===== src/rtl/uart_cmd_bridge_if.sv =====
// Engine command port: opcode plus 32-bit argument under a valid/ready handshake.
// Latency: wires only.
// Backpressure: the master holds cmd/cmd_arg0 stable while cmd_valid is high and cmd_ready is low.
interface uart_cmd_bridge_if;
  logic [2:0]  cmd;
  logic [31:0] cmd_arg0;
  logic        cmd_valid;
  logic        cmd_ready;

  modport master (output cmd, output cmd_arg0, output cmd_valid, input cmd_ready);
  modport slave  (input cmd, input cmd_arg0, input cmd_valid, output cmd_ready);
endinterface


===== src/rtl/uart_cmd_bridge.sv =====
// UART (8N1) to engine command bridge: 5-byte packets in, one status byte out per packet.
// Latency: cmd_valid 1 cycle after the last byte; ack start bit 2 cycles after the handshake.
// Backpressure: waits indefinitely for cmd_ready; extra bytes meanwhile flag overrun; TX drops when full.
module uart_cmd_bridge #(
  parameter int CLKS_PER_BIT = 868,
  parameter int TIMEOUT_BITS = 20
) (
  input  logic              clk,
  input  logic              reset,
  input  logic              uart_rx_in,
  output logic              uart_tx_out,
  output logic              busy,
  uart_cmd_bridge_if.master cmd_if
);
  localparam int CNT_W     = $clog2(CLKS_PER_BIT);
  localparam int TO_CYCLES = TIMEOUT_BITS * CLKS_PER_BIT;
  localparam int TO_W      = $clog2(TO_CYCLES + 1);
  localparam logic [CNT_W-1:0] HALF_M1 = CNT_W'(CLKS_PER_BIT / 2 - 1);
  localparam logic [CNT_W-1:0] FULL_M1 = CNT_W'(CLKS_PER_BIT - 1);

  typedef enum logic [1:0] {RX_IDLE, RX_START, RX_DATA, RX_STOP} rx_state_t;
  typedef enum logic [1:0] {P_IDLE, P_ARG, P_ISSUE, P_ACK} pkt_state_t;

  rx_state_t        rx_state;
  logic             rx_s1, rx_s2, rx_d;
  logic [CNT_W-1:0] rx_cnt;
  logic [2:0]       rx_bit;
  logic [7:0]       rx_shift;
  logic             byte_valid, frame_err;

  pkt_state_t       state, state_nxt;
  logic [2:0]       arg_idx;
  logic [TO_W-1:0]  to_cnt;
  logic             overrun;
  logic [2:0]       opcode;
  logic [31:0]      arg;
  logic             hdr_ok, to_expire;
  logic             tx_req;
  logic [7:0]       tx_req_dat;

  logic             tx_active, pend_vld, tx_bit_end, tx_free;
  logic [7:0]       pend_dat;
  logic [9:0]       tx_frame;
  logic [CNT_W-1:0] tx_cnt;
  logic [3:0]       tx_bit;

  // Two-flop synchroniser plus one delayed copy for falling-edge detection.
  always_ff @(posedge clk or posedge reset) begin
    if (reset) begin
      rx_s1 <= 1'b1;
      rx_s2 <= 1'b1;
      rx_d  <= 1'b1;
    end else begin
      rx_s1 <= uart_rx_in;
      rx_s2 <= rx_s1;
      rx_d  <= rx_s2;
    end
  end

  // Receiver: half-bit start re-check, then mid-bit sampling of data and stop bits.
  always_ff @(posedge clk or posedge reset) begin
    if (reset) begin
      rx_state   <= RX_IDLE;
      rx_cnt     <= '0;
      rx_bit     <= '0;
      rx_shift   <= '0;
      byte_valid <= 1'b0;
      frame_err  <= 1'b0;
    end else begin
      byte_valid <= 1'b0;
      frame_err  <= 1'b0;
      case (rx_state)
        RX_IDLE: begin
          if (rx_d && !rx_s2) begin
            rx_state <= RX_START;
            rx_cnt   <= '0;
          end
        end
        RX_START: begin
          if (rx_cnt == HALF_M1) begin
            rx_cnt   <= '0;
            rx_bit   <= '0;
            rx_state <= rx_s2 ? RX_IDLE : RX_DATA;
          end else begin
            rx_cnt <= rx_cnt + 1'b1;
          end
        end
        RX_DATA: begin
          if (rx_cnt == FULL_M1) begin
            rx_cnt   <= '0;
            rx_shift <= {rx_s2, rx_shift[7:1]};
            rx_bit   <= rx_bit + 1'b1;
            if (rx_bit == 3'd7) rx_state <= RX_STOP;
          end else begin
            rx_cnt <= rx_cnt + 1'b1;
          end
        end
        default: begin
          if (rx_cnt == FULL_M1) begin
            rx_cnt     <= '0;
            rx_state   <= RX_IDLE;
            byte_valid <= rx_s2;
            frame_err  <= !rx_s2;
          end else begin
            rx_cnt <= rx_cnt + 1'b1;
          end
        end
      endcase
    end
  end

  assign hdr_ok    = (rx_shift[7:3] == 5'b10100);
  assign to_expire = (state == P_ARG) && (to_cnt == '0) && !byte_valid;

  // Packet FSM state register.
  always_ff @(posedge clk or posedge reset) begin
    if (reset) state <= P_IDLE;
    else       state <= state_nxt;
  end

  // Packet FSM next state.
  always_comb begin
    state_nxt = state;
    case (state)
      P_IDLE:  if (byte_valid && hdr_ok) state_nxt = P_ARG;
      P_ARG: begin
        if (byte_valid && arg_idx == 3'd4) state_nxt = P_ISSUE;
        else if (frame_err || to_expire)   state_nxt = P_IDLE;
      end
      P_ISSUE: if (cmd_if.cmd_ready) state_nxt = P_ACK;
      default: state_nxt = P_IDLE;
    endcase
  end

  // Packet FSM outputs: status byte requests towards the transmitter.
  always_comb begin
    tx_req     = 1'b0;
    tx_req_dat = 8'hEE;
    case (state)
      P_IDLE: tx_req = byte_valid && !hdr_ok;
      P_ARG: begin
        if (frame_err) begin
          tx_req = 1'b1;
        end else if (to_expire) begin
          tx_req     = 1'b1;
          tx_req_dat = 8'hED;
        end
      end
      P_ACK: begin
        tx_req     = 1'b1;
        tx_req_dat = (overrun || byte_valid) ? 8'hEF : {5'b10110, opcode};
      end
      default: ;
    endcase
  end

  assign cmd_if.cmd_valid = (state == P_ISSUE);
  assign cmd_if.cmd       = opcode;
  assign cmd_if.cmd_arg0  = arg;
  assign busy             = (state != P_IDLE);

  // Packet datapath: opcode/argument capture, inter-byte timeout, overrun flag.
  always_ff @(posedge clk or posedge reset) begin
    if (reset) begin
      opcode  <= '0;
      arg     <= '0;
      arg_idx <= '0;
      to_cnt  <= '0;
      overrun <= 1'b0;
    end else begin
      if (byte_valid)                        to_cnt <= TO_W'(TO_CYCLES);
      else if (state == P_ARG && to_cnt != '0) to_cnt <= to_cnt - 1'b1;
      case (state)
        P_IDLE: begin
          if (byte_valid && hdr_ok) begin
            opcode  <= rx_shift[2:0];
            arg_idx <= 3'd1;
          end
        end
        P_ARG: begin
          if (byte_valid) begin
            case (arg_idx)
              3'd1:    arg[7:0]   <= rx_shift;
              3'd2:    arg[15:8]  <= rx_shift;
              3'd3:    arg[23:16] <= rx_shift;
              default: arg[31:24] <= rx_shift;
            endcase
            arg_idx <= arg_idx + 1'b1;
          end
        end
        P_ISSUE: if (byte_valid) overrun <= 1'b1;
        default: overrun <= 1'b0;
      endcase
    end
  end

  assign tx_bit_end = tx_active && (tx_cnt == FULL_M1);
  assign tx_free    = !tx_active || (tx_bit_end && tx_bit == 4'd9);

  // Transmitter with a single pending byte; a new frame starts in the cycle the stop bit ends.
  always_ff @(posedge clk or posedge reset) begin
    if (reset) begin
      uart_tx_out <= 1'b1;
      tx_active   <= 1'b0;
      tx_frame    <= '1;
      tx_cnt      <= '0;
      tx_bit      <= '0;
      pend_vld    <= 1'b0;
      pend_dat    <= '0;
    end else begin
      if (tx_free && (pend_vld || tx_req)) begin
        tx_active   <= 1'b1;
        tx_cnt      <= '0;
        tx_bit      <= '0;
        uart_tx_out <= 1'b0;
        tx_frame    <= {1'b1, (pend_vld ? pend_dat : tx_req_dat), 1'b0};
      end else if (tx_free) begin
        tx_active   <= 1'b0;
        uart_tx_out <= 1'b1;
      end else if (tx_bit_end) begin
        tx_cnt      <= '0;
        tx_bit      <= tx_bit + 1'b1;
        uart_tx_out <= tx_frame[1];
        tx_frame    <= {1'b1, tx_frame[9:1]};
      end else begin
        tx_cnt <= tx_cnt + 1'b1;
      end
      if (tx_free && pend_vld) begin
        pend_vld <= tx_req;
        if (tx_req) pend_dat <= tx_req_dat;
      end else if (!tx_free && !pend_vld && tx_req) begin
        pend_vld <= 1'b1;
        pend_dat <= tx_req_dat;
      end
    end
  end
endmodule

===== src/flat_wrapper.sv =====
// flat-port wrapper written by rule: the top's interface ports become plain ports
module uart_cmd_bridge_flat 
#(
  parameter int CLKS_PER_BIT = 868,
  parameter int TIMEOUT_BITS = 20
)
  (clk, reset, uart_rx_in, uart_tx_out, busy, cmd_if_cmd, cmd_if_cmd_arg0, cmd_if_cmd_valid, cmd_if_cmd_ready);
  uart_cmd_bridge_if cmd_if_i ();
  input  logic clk;
  input  logic reset;
  input  logic uart_rx_in;
  output logic uart_tx_out;
  output logic busy;
  output wire logic [$bits(cmd_if_i.cmd)-1:0] cmd_if_cmd;
  output wire logic [$bits(cmd_if_i.cmd_arg0)-1:0] cmd_if_cmd_arg0;
  output wire logic [$bits(cmd_if_i.cmd_valid)-1:0] cmd_if_cmd_valid;
  input wire logic [$bits(cmd_if_i.cmd_ready)-1:0] cmd_if_cmd_ready;
  assign cmd_if_cmd = cmd_if_i.cmd;
  assign cmd_if_cmd_arg0 = cmd_if_i.cmd_arg0;
  assign cmd_if_cmd_valid = cmd_if_i.cmd_valid;
  assign cmd_if_i.cmd_ready = cmd_if_cmd_ready;
  uart_cmd_bridge #(.CLKS_PER_BIT(CLKS_PER_BIT), .TIMEOUT_BITS(TIMEOUT_BITS)) u_core (.clk(clk), .reset(reset), .uart_rx_in(uart_rx_in), .uart_tx_out(uart_tx_out), .busy(busy), .cmd_if(cmd_if_i));
endmodule

===== config.mk =====
export PLATFORM = sky130hd
export DESIGN_NAME = uart_cmd_bridge_flat
export DESIGN_NICKNAME = d
export VERILOG_FILES = /design/src/rtl/uart_cmd_bridge_if.sv /design/src/rtl/uart_cmd_bridge.sv /design/src/flat_wrapper.sv
export SDC_FILE = /design/constraint.sdc
export NUM_CORES = 1
export LEC_CHECK = 0
export CAP_MARGIN = 20
export CORE_ASPECT_RATIO = 0.5
export CORE_MARGIN = 2
export CORE_UTILIZATION = 45
export DETAILED_ROUTE_END_ITERATION = 8
export PLACE_DENSITY = 0.72
export SYNTH_ARGS = -nofsm -noshare
export SYNTH_HDL_FRONTEND = slang
export SYNTH_SLANG_ARGS = --single-unit

===== constraint.sdc =====
create_clock -name clk -period 3.8 [get_ports clk]
set_clock_uncertainty 0.2 [all_clocks]
set_input_delay 0.76 -clock clk [delete_from_list [all_inputs] [get_ports clk]]
set_output_delay 0.76 -clock clk [all_outputs]
set_load 0.02 [all_outputs]

# ---- Word-level counts from Yosys, hierarchy flattened
# Index checks and enable logic that the tools add are counted.
dict set report totals {
  input_bits 4
  output_inout_bits 38
  wordCells 168
  ff_bits 119
}
dict set report classes {
  bitwise_logic 2
  eq_ne 26
  n_addsub 6
  n_reduce_logical 52
  mux 57
}
# operator n
set ops {}
lappend ops {{$mux W10} 9}
lappend ops {{$mux W8} 5}
lappend ops {{$mux W15} 2}
lappend ops {{$mux W2} 11}
lappend ops {{$reduce_and A3 Y1} 7}
lappend ops {{$add A10 B1 Y10 const B} 2}
lappend ops {{$eq A10 B10 Y1 const B} 2}
lappend ops {{$pmux W10 S2} 1}
lappend ops {{$ne A2 B1 Y1 const B} 9}
lappend ops {{$pmux W8 S2} 1}
lappend ops {{$logic_not A15 Y1} 1}
lappend ops {{$reduce_bool A15 Y1} 1}
lappend ops {{$sub A15 B1 Y15 const B} 1}
lappend ops {{$mux W1} 14}
lappend ops {{$reduce_bool A2 Y1} 7}
lappend ops {{$logic_and A1 B1 Y1} 13}
lappend ops {{$mux W3} 4}
lappend ops {{$mux W4} 3}
lappend ops {{$pmux W2 S3} 2}
lappend ops {{$pmux W3 S2} 2}
lappend ops {{$eq A10 B9 Y1 const B} 1}
lappend ops {{$reduce_and A2 Y1} 5}
lappend ops {{$mux W7} 1}
lappend ops {{$add A3 B1 Y3 const B} 2}
lappend ops {{20 further kinds} 37}

# ---- Longest topological paths before layout
# Gate-level depths: netlist (run 1).
dict set report logic_depth {
  ltp_word 10
  mapped_depth 8
  depth_no_buf 8
}

# ---- Worst setup path before layout (run 1)
# No wires, ideal clock.
dict set report synth_path {
  path_type {flip-flop to flip-flop}
  from {register u_core.tx_cnt[3]}
  to {register u_core.pend_dat[0]}
  arrival_ns 1.930
  required_ns 3.475
  setup_time_ns 0.125
  synth_period_minus_slack_ns 2.255
  path_stages_with_launch 6
  n_path_buf 0
  path_slack_ns 1.545
  cell_sequence {dfrtp_1 > or3_4 > or4_4 > a21oi_4 > o21ai_4 > mux2_4}
}
dict set report synth_via {
  elab_chain_cells 9
  elab_cells_between_ends 12
  classes_between {eq/ne: 2; mux: 1; reduce/logical: 9}
}
# element line
set synth_lines {}
lappend synth_lines {{start: declaration} uart_cmd_bridge.sv:44} ;# logic [CNT_W-1:0] tx_cnt;
lappend synth_lines {{start signal: assignment} uart_cmd_bridge.sv:226} ;# tx_cnt <= tx_cnt + 1'b1;
lappend synth_lines {{$eq A10 B10 Y1 *} uart_cmd_bridge.sv:197} ;# assign tx_bit_end = tx_active && (tx_cnt == FULL_M1);
lappend synth_lines {{$logic_and A1 B1 Y1 *} uart_cmd_bridge.sv:197}
lappend synth_lines {{$logic_and A1 B1 Y1 *} uart_cmd_bridge.sv:198} ;# assign tx_free = !tx_active || (tx_bit_end && tx_bit == 4'd9);
lappend synth_lines {{$logic_or A1 B1 Y1 *} uart_cmd_bridge.sv:198}
lappend synth_lines {{$logic_not A1 Y1} uart_cmd_bridge.sv:231} ;# end else if (!tx_free && !pend_vld && tx_req) begin
lappend synth_lines {{$logic_and A1 B1 Y1 (2 in a row)} uart_cmd_bridge.sv:231}
lappend synth_lines {{$reduce_bool A2 Y1 (no source line)} --}
lappend synth_lines {{$reduce_and A2 Y1 (no source line)} --}
lappend synth_lines {{end signal: assignment} uart_cmd_bridge.sv:230} ;# if (tx_req) pend_dat <= tx_req_dat;
lappend synth_lines {{end signal: assignment} uart_cmd_bridge.sv:233} ;# pend_dat <= tx_req_dat;
lappend synth_lines {{end: declaration} uart_cmd_bridge.sv:42} ;# logic [7:0] pend_dat;
# Every way passes the cells marked *; elsewhere a longest branch is shown, timed or not.
# A chain may end at the register's enable or synchronous reset.

# ---- Worst setup path in the final report (run 1)
dict set report layout_path {
  from {register u_core.state[0]}
  to {output busy}
}
dict set report layout_via {
  elab_chain_cells 1
}
# element line
set layout_lines {}
lappend layout_lines {{start: declaration} uart_cmd_bridge.sv:31} ;# pkt_state_t state, state_nxt;
lappend layout_lines {{start signal: assignment} uart_cmd_bridge.sv:118} ;# else state <= state_nxt;
lappend layout_lines {{$reduce_bool A2 Y1} uart_cmd_bridge.sv:160} ;# assign busy = (state != P_IDLE);
lappend layout_lines {{end: declaration} flat_wrapper.sv:13} ;# output logic busy;
# No other way between the ends.

==> results of run 1 <==
-- worst min-delay path by stage --
| stage | to | slack, ns | depth (start not counted) |
|---|---|---|---|
| floorplan | u_core.rx_s2$_DFF_PP1_ | 0.15 | 0 |
| global placement | u_core.rx_s2$_DFF_PP1_ | 0.15 | 0 |
| detailed placement | u_core.rx_s2$_DFF_PP1_ | 0.15 | 0 |
| CTS | u_core.rx_s2$_DFF_PP1_ | 0.16 | 0 |
| global route | u_core.rx_s2$_DFF_PP1_ | 0.16 | 0 |
| finish | u_core.rx_s2$_DFF_PP1_ | 0.16 | 0 |
-- through the flow --
step	cell area, sq um	std cells	hold WS [ns]	util [%]	setup slack, ns
after CTS	6690	704	0.158	56.2	0.959
final	6690	704	0.158	56.2	0.974
after global placement	6120	672	0.146	51.4	1.23
after global routing	6690	704	0.163	56.2	0.823
after floorplan	5530	476	0.145	-	1.45
after detailed placement	6120	672	0.150	51.4	1.17
-- per-layer routing --
metal	vias up	wire (um)
li1	1842	-
met1	1896	5410
met2	61	5430
met3	15	385
met4	0	180
met5	-	0
-- critical path: cells and delay by family, from the launching register on --
family                 cells  cell delay [ns]
buffers and inverters      1             0.56
DFF                        1             0.52
and+or+nand+nor            1             0.37
-- cells in the mapped netlist, types with 6 or more instances --
| master | n | area share (%) |
|---|---|---|
| a21oi_1 | 11 | 1.0 |
| and3_1 | 9 | 1.0 |
| clkbuf_1 | 7 | 0.48 |
| dfrtp_1 | 103 | 47 |
| dfstp_2 | 12 | 5.7 |
| ha_1 | 18 | 4.1 |
| inv_1 | 21 | 1.4 |
| mux2_2 | 44 | 9.0 |
| nand2_1 | 28 | 1.9 |
| nand2b_1 | 9 | 1.0 |
| nand3_1 | 13 | 1.2 |
| nand4_1 | 8 | 0.91 |
| nor2_1 | 31 | 2.1 |
| nor3_1 | 7 | 0.63 |
| o21ai_0 | 17 | 1.5 |
| or3_1 | 10 | 1.1 |
| xnor2_1 | 6 | 0.95 |
| xor2_1 | 9 | 1.4 |
-- sequential cells by signal, indices dropped and copies added, names as in the netlist, 3 cells and up --
register and flops:
u_core.rx_shift 8, u_core.rx_bit 3, u_core.cmd_if.cmd_arg0 32, u_core.rx_cnt 10
u_core.pend_dat 6, u_core.cmd_if.cmd 3, u_core.to_cnt 15, u_core.tx_frame 8
u_core.arg_idx 3, u_core.tx_cnt 10, u_core.tx_bit 4
-- power groups by stage --
stage | combinational, mW | clock [mW] | sequential, mW
global route | 0.372 | 1.64 | 1.31
CTS | 0.317 | 1.58 | 1.30
floorplan | 0.244 | 0 | 1.32
global placement | 0.303 | 0 | 1.32
finish | 0.310 | 1.54 | 1.30
detailed placement | 0.310 | 0 | 1.32
-- layout make-up --
class	instances	area (sq um)	share of cell area, %
clock inverter	15	146	2.19
multi-input combinational	327	2500	37.4
clock buffer	17	425	6.36
sequential	115	2890	43.2
tap	165	206	3.08
timing repair buffer	42	430	6.43
inverter	23	90.1	1.35
-- cells by family (layout without fill, tap and decap cells) --
group | Yosys count | after routing
AND/OR/NAND/NOR | 151 | 151
flip-flops | 115 | 115
AO/OA/AOI/OAI | 89 | 89
multiplexers | 53 | 53
buffers and inverters | 34 | 97
adder cells (fa/ha/maj) | 19 | 19
XOR/XNOR | 15 | 15
-- placed cells by master, fill, tap and decap left out, drive strengths merged, types with 7 or more instances in the layout --
cell type / count
nand2b: 9
and3: 10
nor2: 33
mux2: 49
inv: 28
xor2: 9
clkbuf: 17
or3: 11
nand4: 8
clkinv: 7
nand2: 28
a21oi: 14
ha: 18
nand3: 13
nor3: 10
clkdlybuf4s50: 41
dfstp: 12
dfrtp: 103
o21ai: 19
==> metrics, run 1 <==
Layout Nets 548; combinational family with the most area after synthesis simple AND/OR/NAND/NOR gates; internal power 2.30 mW; largest net degree at the start of global routing approximately 120; clk root buf clkbuf_16; Critical Path Source Type flip-flop; CTS buffer count 17; vias in the first global route 3897; DR vias/cell 5.42; Power Total ~3.2 mW; P&R area growth vs syn 21.0%; worst path required time around 2.8 ns; Largest stage delay, worst path about 0.56 ns; PortBufs 41; fin crit share between 70% and 80%; Hold Path Class flip-flop to flip-flop; WL final ~11000 um; CTS tree done; ANT cells 0; Synth Area in Compound Gates 11.9%; commonest register cell after synthesis dfrtp_1; Worst Setup End Kind output port; drt first pass iters 4; Vias 3814; die height 82.4 um; remaining global-route overflow 0; GR Layer Usage met3 4.35%; combinational power share around 10%; slew margin rel. between 40 and 50%; Synth Area per Inst 11.6 sq um; setup TNS 0 ns; part of the power in the clock network 48.9%; P per Cell Area 472 nW/um^2; Worst setup startpoint u_core.state[0]$_DFFE_PP0P_; Fillers 1035; flop and latch count out of synthesis 115; die area 13200 sq um; status complete, no violations; post-DR wirelength/cell 16.2 um; GR Util met2 between 30 and 40%; CP endpoint busy; post-route minimum period 2.83 ns; row cnt 28; adder-cell share of the synthesized area 4.25%; Max FO, Critical Path 15; post-cts sizing count 0; drt first-iter violations 221; asr flop ratio synth 100%; NetSw 0.857 mW; post-synthesis mux area share 11.0%; layout cells sized above 1 21.7%; buffer count from post-CTS setup fixing 0; Worst-Skew Late Latency 0.41 ns; Final Hold Vio Count 0; max-capacitance violation count 0; CTS H-tree lvls 4; RD Place Congestion 0.768; remaining antenna violation count 0; Top Ports 42; Distinct cells, synth 75; CP arrival 1.87 ns; Max Slew Vio Count 0; EDFF count, synth 0; Starting Density 46.4%; sw frac 27.2%; Synth Area in XOR/XNOR 2.38%; RSZ-0062 raised after global routing false; Yosys warning count 0; Mapped Cells between 400 and 500; Slowest-stage cell, CP clkdlybuf4s50_1; Seq/Total Area, Yosys 52.3%; number of hold buffers added after CTS 0; Worst Setup Path Type flip-flop to output port; DP HPWL 7250 um; post-synthesis simple-gate area fraction 15.7%; R2R setup slack approximately 1.1 ns; initial antenna violation count 0; global route hottest layer met2; min-delay src u_core.rx_s1$_DFF_PP1_; Worst R2R End u_core.tx_frame[1]$_DFFE_PP1P_; reg2reg path depth 5; Static Leak roughly 3.1 nW; Core Box Area approximately 12000 sq um; worst-path cell chain or2_2 -> clkdlybuf4s50_1; Max IR drop VDD 296 uV; CTS clk-pin slew, worst paths 0.06 ns; CTS Sinks 115; met1 Use GR 24.0%; total global-route track usage 19.1%; setup violators final 0; syn nets 498; Post-route DRC 0; die width 161 um; Worst-Margin Slew 0.834 ns; Mapped Area 5530 sq um; FF-to-FF Start u_core.state[0]$_DFFE_PP0P_; first-pass GRT wire length around 20000 um; Seq pwr share 41.3%; CTS max path bufs 2; Max Freq 354 MHz
Power figures use the tool's default switching activity.
==> run 2, diff against run 1 <==
==> constraint.sdc (replaced) <==
create_clock -name clk -period 2.3 [get_ports clk]
set_clock_uncertainty 0.2 [all_clocks]
set_input_delay 0.46 -clock clk [delete_from_list [all_inputs] [get_ports clk]]
set_output_delay 0.46 -clock clk [all_outputs]
set_load 0.02 [all_outputs]
==> run 2 against run 1 <==
  * Wire length up 2.9%
  * Clock power up 69%
  * Die area unchanged
  * Count of clock-buffer cells in the layout unchanged
  * Hold slack worse by 0.0025 ns
  * Largest cell class unchanged
  * Via count up 4.5%
  * Non-clock buffer count up 45
  * Register-to-register slack worse by 1.1 ns
  * Cell count up 6.4%
  * Largest power group unchanged
  * Worst setup slack worse by 0.95 ns
  * Critical endpoint is now u_core.pend_dat[4]$_DFFE_PP0P_
  * Global-route usage down 0.40 points
  * Core utilization up 4.1 points
==> metrics, run 2 (same netlist as run 1, synthesis figures left out) <==
NetSw 1.47 mW; DP HPWL approximately 7800 um; drt first pass iters 4; CTS Sinks 115; setup violators final 0; DR vias/cell 5.32; Static Leak 3.39 nW; commonest cells after routing, fill and taps aside dfrtp_1, mux2_2, buf_4; die area around 13000 sq um; CTS max path bufs 2; Critical Path Source Type flip-flop; Starting Density 46.4%; RSZ-0062 raised after global routing true; internal power 3.85 mW; CTS H-tree lvls 4; final worst slack ~0.023 ns; WL final 11700 um; Worst Setup End Kind flip-flop; remaining global-route overflow 0; remaining antenna violation count 0; max-capacitance violation count 0; Power Total 5.32 mW; post-DR wirelength/cell roughly 16 um; Max FO, Critical Path 6; sw frac 27.6%; Finished Cell Area 7180 sq um; die height 82.4 um; CTS tree done; slew margin rel. 59.1%; met1 Use GR 24.6%; Post-route DRC 0; RD Place Congestion between 0.7 and 0.8; CTS clk-pin slew, worst paths 0.06 ns; layout cells sized above 1 31.2%; P per Cell Area 741 nW/um^2; Layout Nets roughly 590; Vias approximately 4000; Area after DPL 6380 sq um; clk root buf clkbuf_16; combinational power share 10.4%; CTS buffer count 17; Worst Setup Path Type flip-flop to flip-flop; part of the power in the clock network 49.1%; GR Util met2 30.3%; Worst-Margin Slew between 0.6 and 0.7 ns; worst hold slack around 0.16 ns; Final Hold Vio Count 0; leading cell type in the layout, fill and taps excluded dfrtp_1; utilization after layout around three fifths; Core Box Area 11900 sq um; GR Layer Usage met3 about 5.2%; initial antenna violation count 0; Max Slew Vio Count 0; global route hottest layer met2; row cnt 28; max reg flops 32; status complete, no violations; worst path required time 2.40 ns; total global-route track usage between 10% and 20%; Worst-Skew Late Latency 0.42 ns; Seq pwr share 40.5%; final std cells w/o fill 749; die width ~160 um; CP arrival about 2.4 ns; vias in the first global route 3948; PortBufs 41; Max IR drop VDD 564 uV; drt first-iter violations ~210; ANT cells 0; Max Freq 439 MHz; Hold Path Class flip-flop to flip-flop; P&R area growth vs syn 29.8%; post-route minimum period 2.28 ns; fin crit share between 90 and 100%; pre-CTS setup slack -0.0281 ns; setup TNS 0 ns; largest net degree at the start of global routing slightly below 80; number of placed instances, taps included 707; Top Ports 42; first-pass GRT wire length around 19000 um
-- run 2: cell count changes in the layout (fill, tap and decap cells not counted), sizes merged --
cell and delta:
clkdlybuf4s50 -2, buf +45, dlygate4sd2 +1, clkinv -6
clkbuf +1, inv +5, clkinvlp +1
-- run 2: power groups by stage --
stage | combinational, mW | sequential (mW) | clock [mW]
floorplan | 0.404 | 2.17 | 0
global placement | 0.520 | 2.18 | 0
detailed placement | 0.537 | 2.19 | 0
CTS | 0.542 | 2.15 | 2.65
global route | 0.639 | 2.16 | 2.75
finish | 0.553 | 2.15 | 2.61
-- run 2: worst max-delay path: stages, from the launching register on --
cell and delay (ns):
dfrtp_1 0.39, ha_4 0.16, nand4b_1 0.21, or4_4 0.60, a21oi_4 0.16, o21ai_4 0.12, mux2_4 0.31
-- run 2: repair_timing --
item,in CTS,in global routing
resized for setup,6,28
endpoints found under the hold margin,0,0
pin swaps,3,19
gates cloned,0,1
hold buffers,0,0
setup buffers,1,8
setup endpoints to repair,12,34
-- run 2: layer usage --
metal	part of all wire (%)	vias up	wire (um)
met5	0	-	0
li1	-	1938	-
met3	2.7	16	321
met2	47	49	5560
met4	1.2	0	143
met1	49	1982	5710
-- run 2: final timing paths --
| kind | slack [ns] | endpoint | cells past startpoint | from |
|---|---|---|---|---|
| max in group asynchronous | 1.18 | u_core.tx_frame[1]$_DFFE_PP1P_ | 3 | reset |
| worst min register to register | 0.16 | u_core.rx_s2$_DFF_PP1_ | 0 | u_core.rx_s1$_DFF_PP1_ |
| worst max-delay path | 0.02 | u_core.pend_dat[4]$_DFFE_PP0P_ | 6 | u_core.tx_cnt[1]$_DFFE_PP0P_ |
| worst max register to register | 0.02 | u_core.pend_dat[4]$_DFFE_PP0P_ | 6 | u_core.tx_cnt[1]$_DFFE_PP0P_ |
| min in group asynchronous | 0.31 | u_core.cmd_if.cmd_arg0[17]$_DFFE_PP0P_ | 3 | reset |
| worst min-delay path | 0.16 | u_core.rx_s2$_DFF_PP1_ | 0 | u_core.rx_s1$_DFF_PP1_ |
-- run 2: final cells by class --
class,count,area (sq um)
Fill cell,963,4730
Sequential cell,115,2890
Multi-Input combinational cell,327,2640
Timing Repair Buffer,87,766
Clock buffer,17,425
Tap cell,165,206
Clock inverter,15,158
Inverter,23,90.1
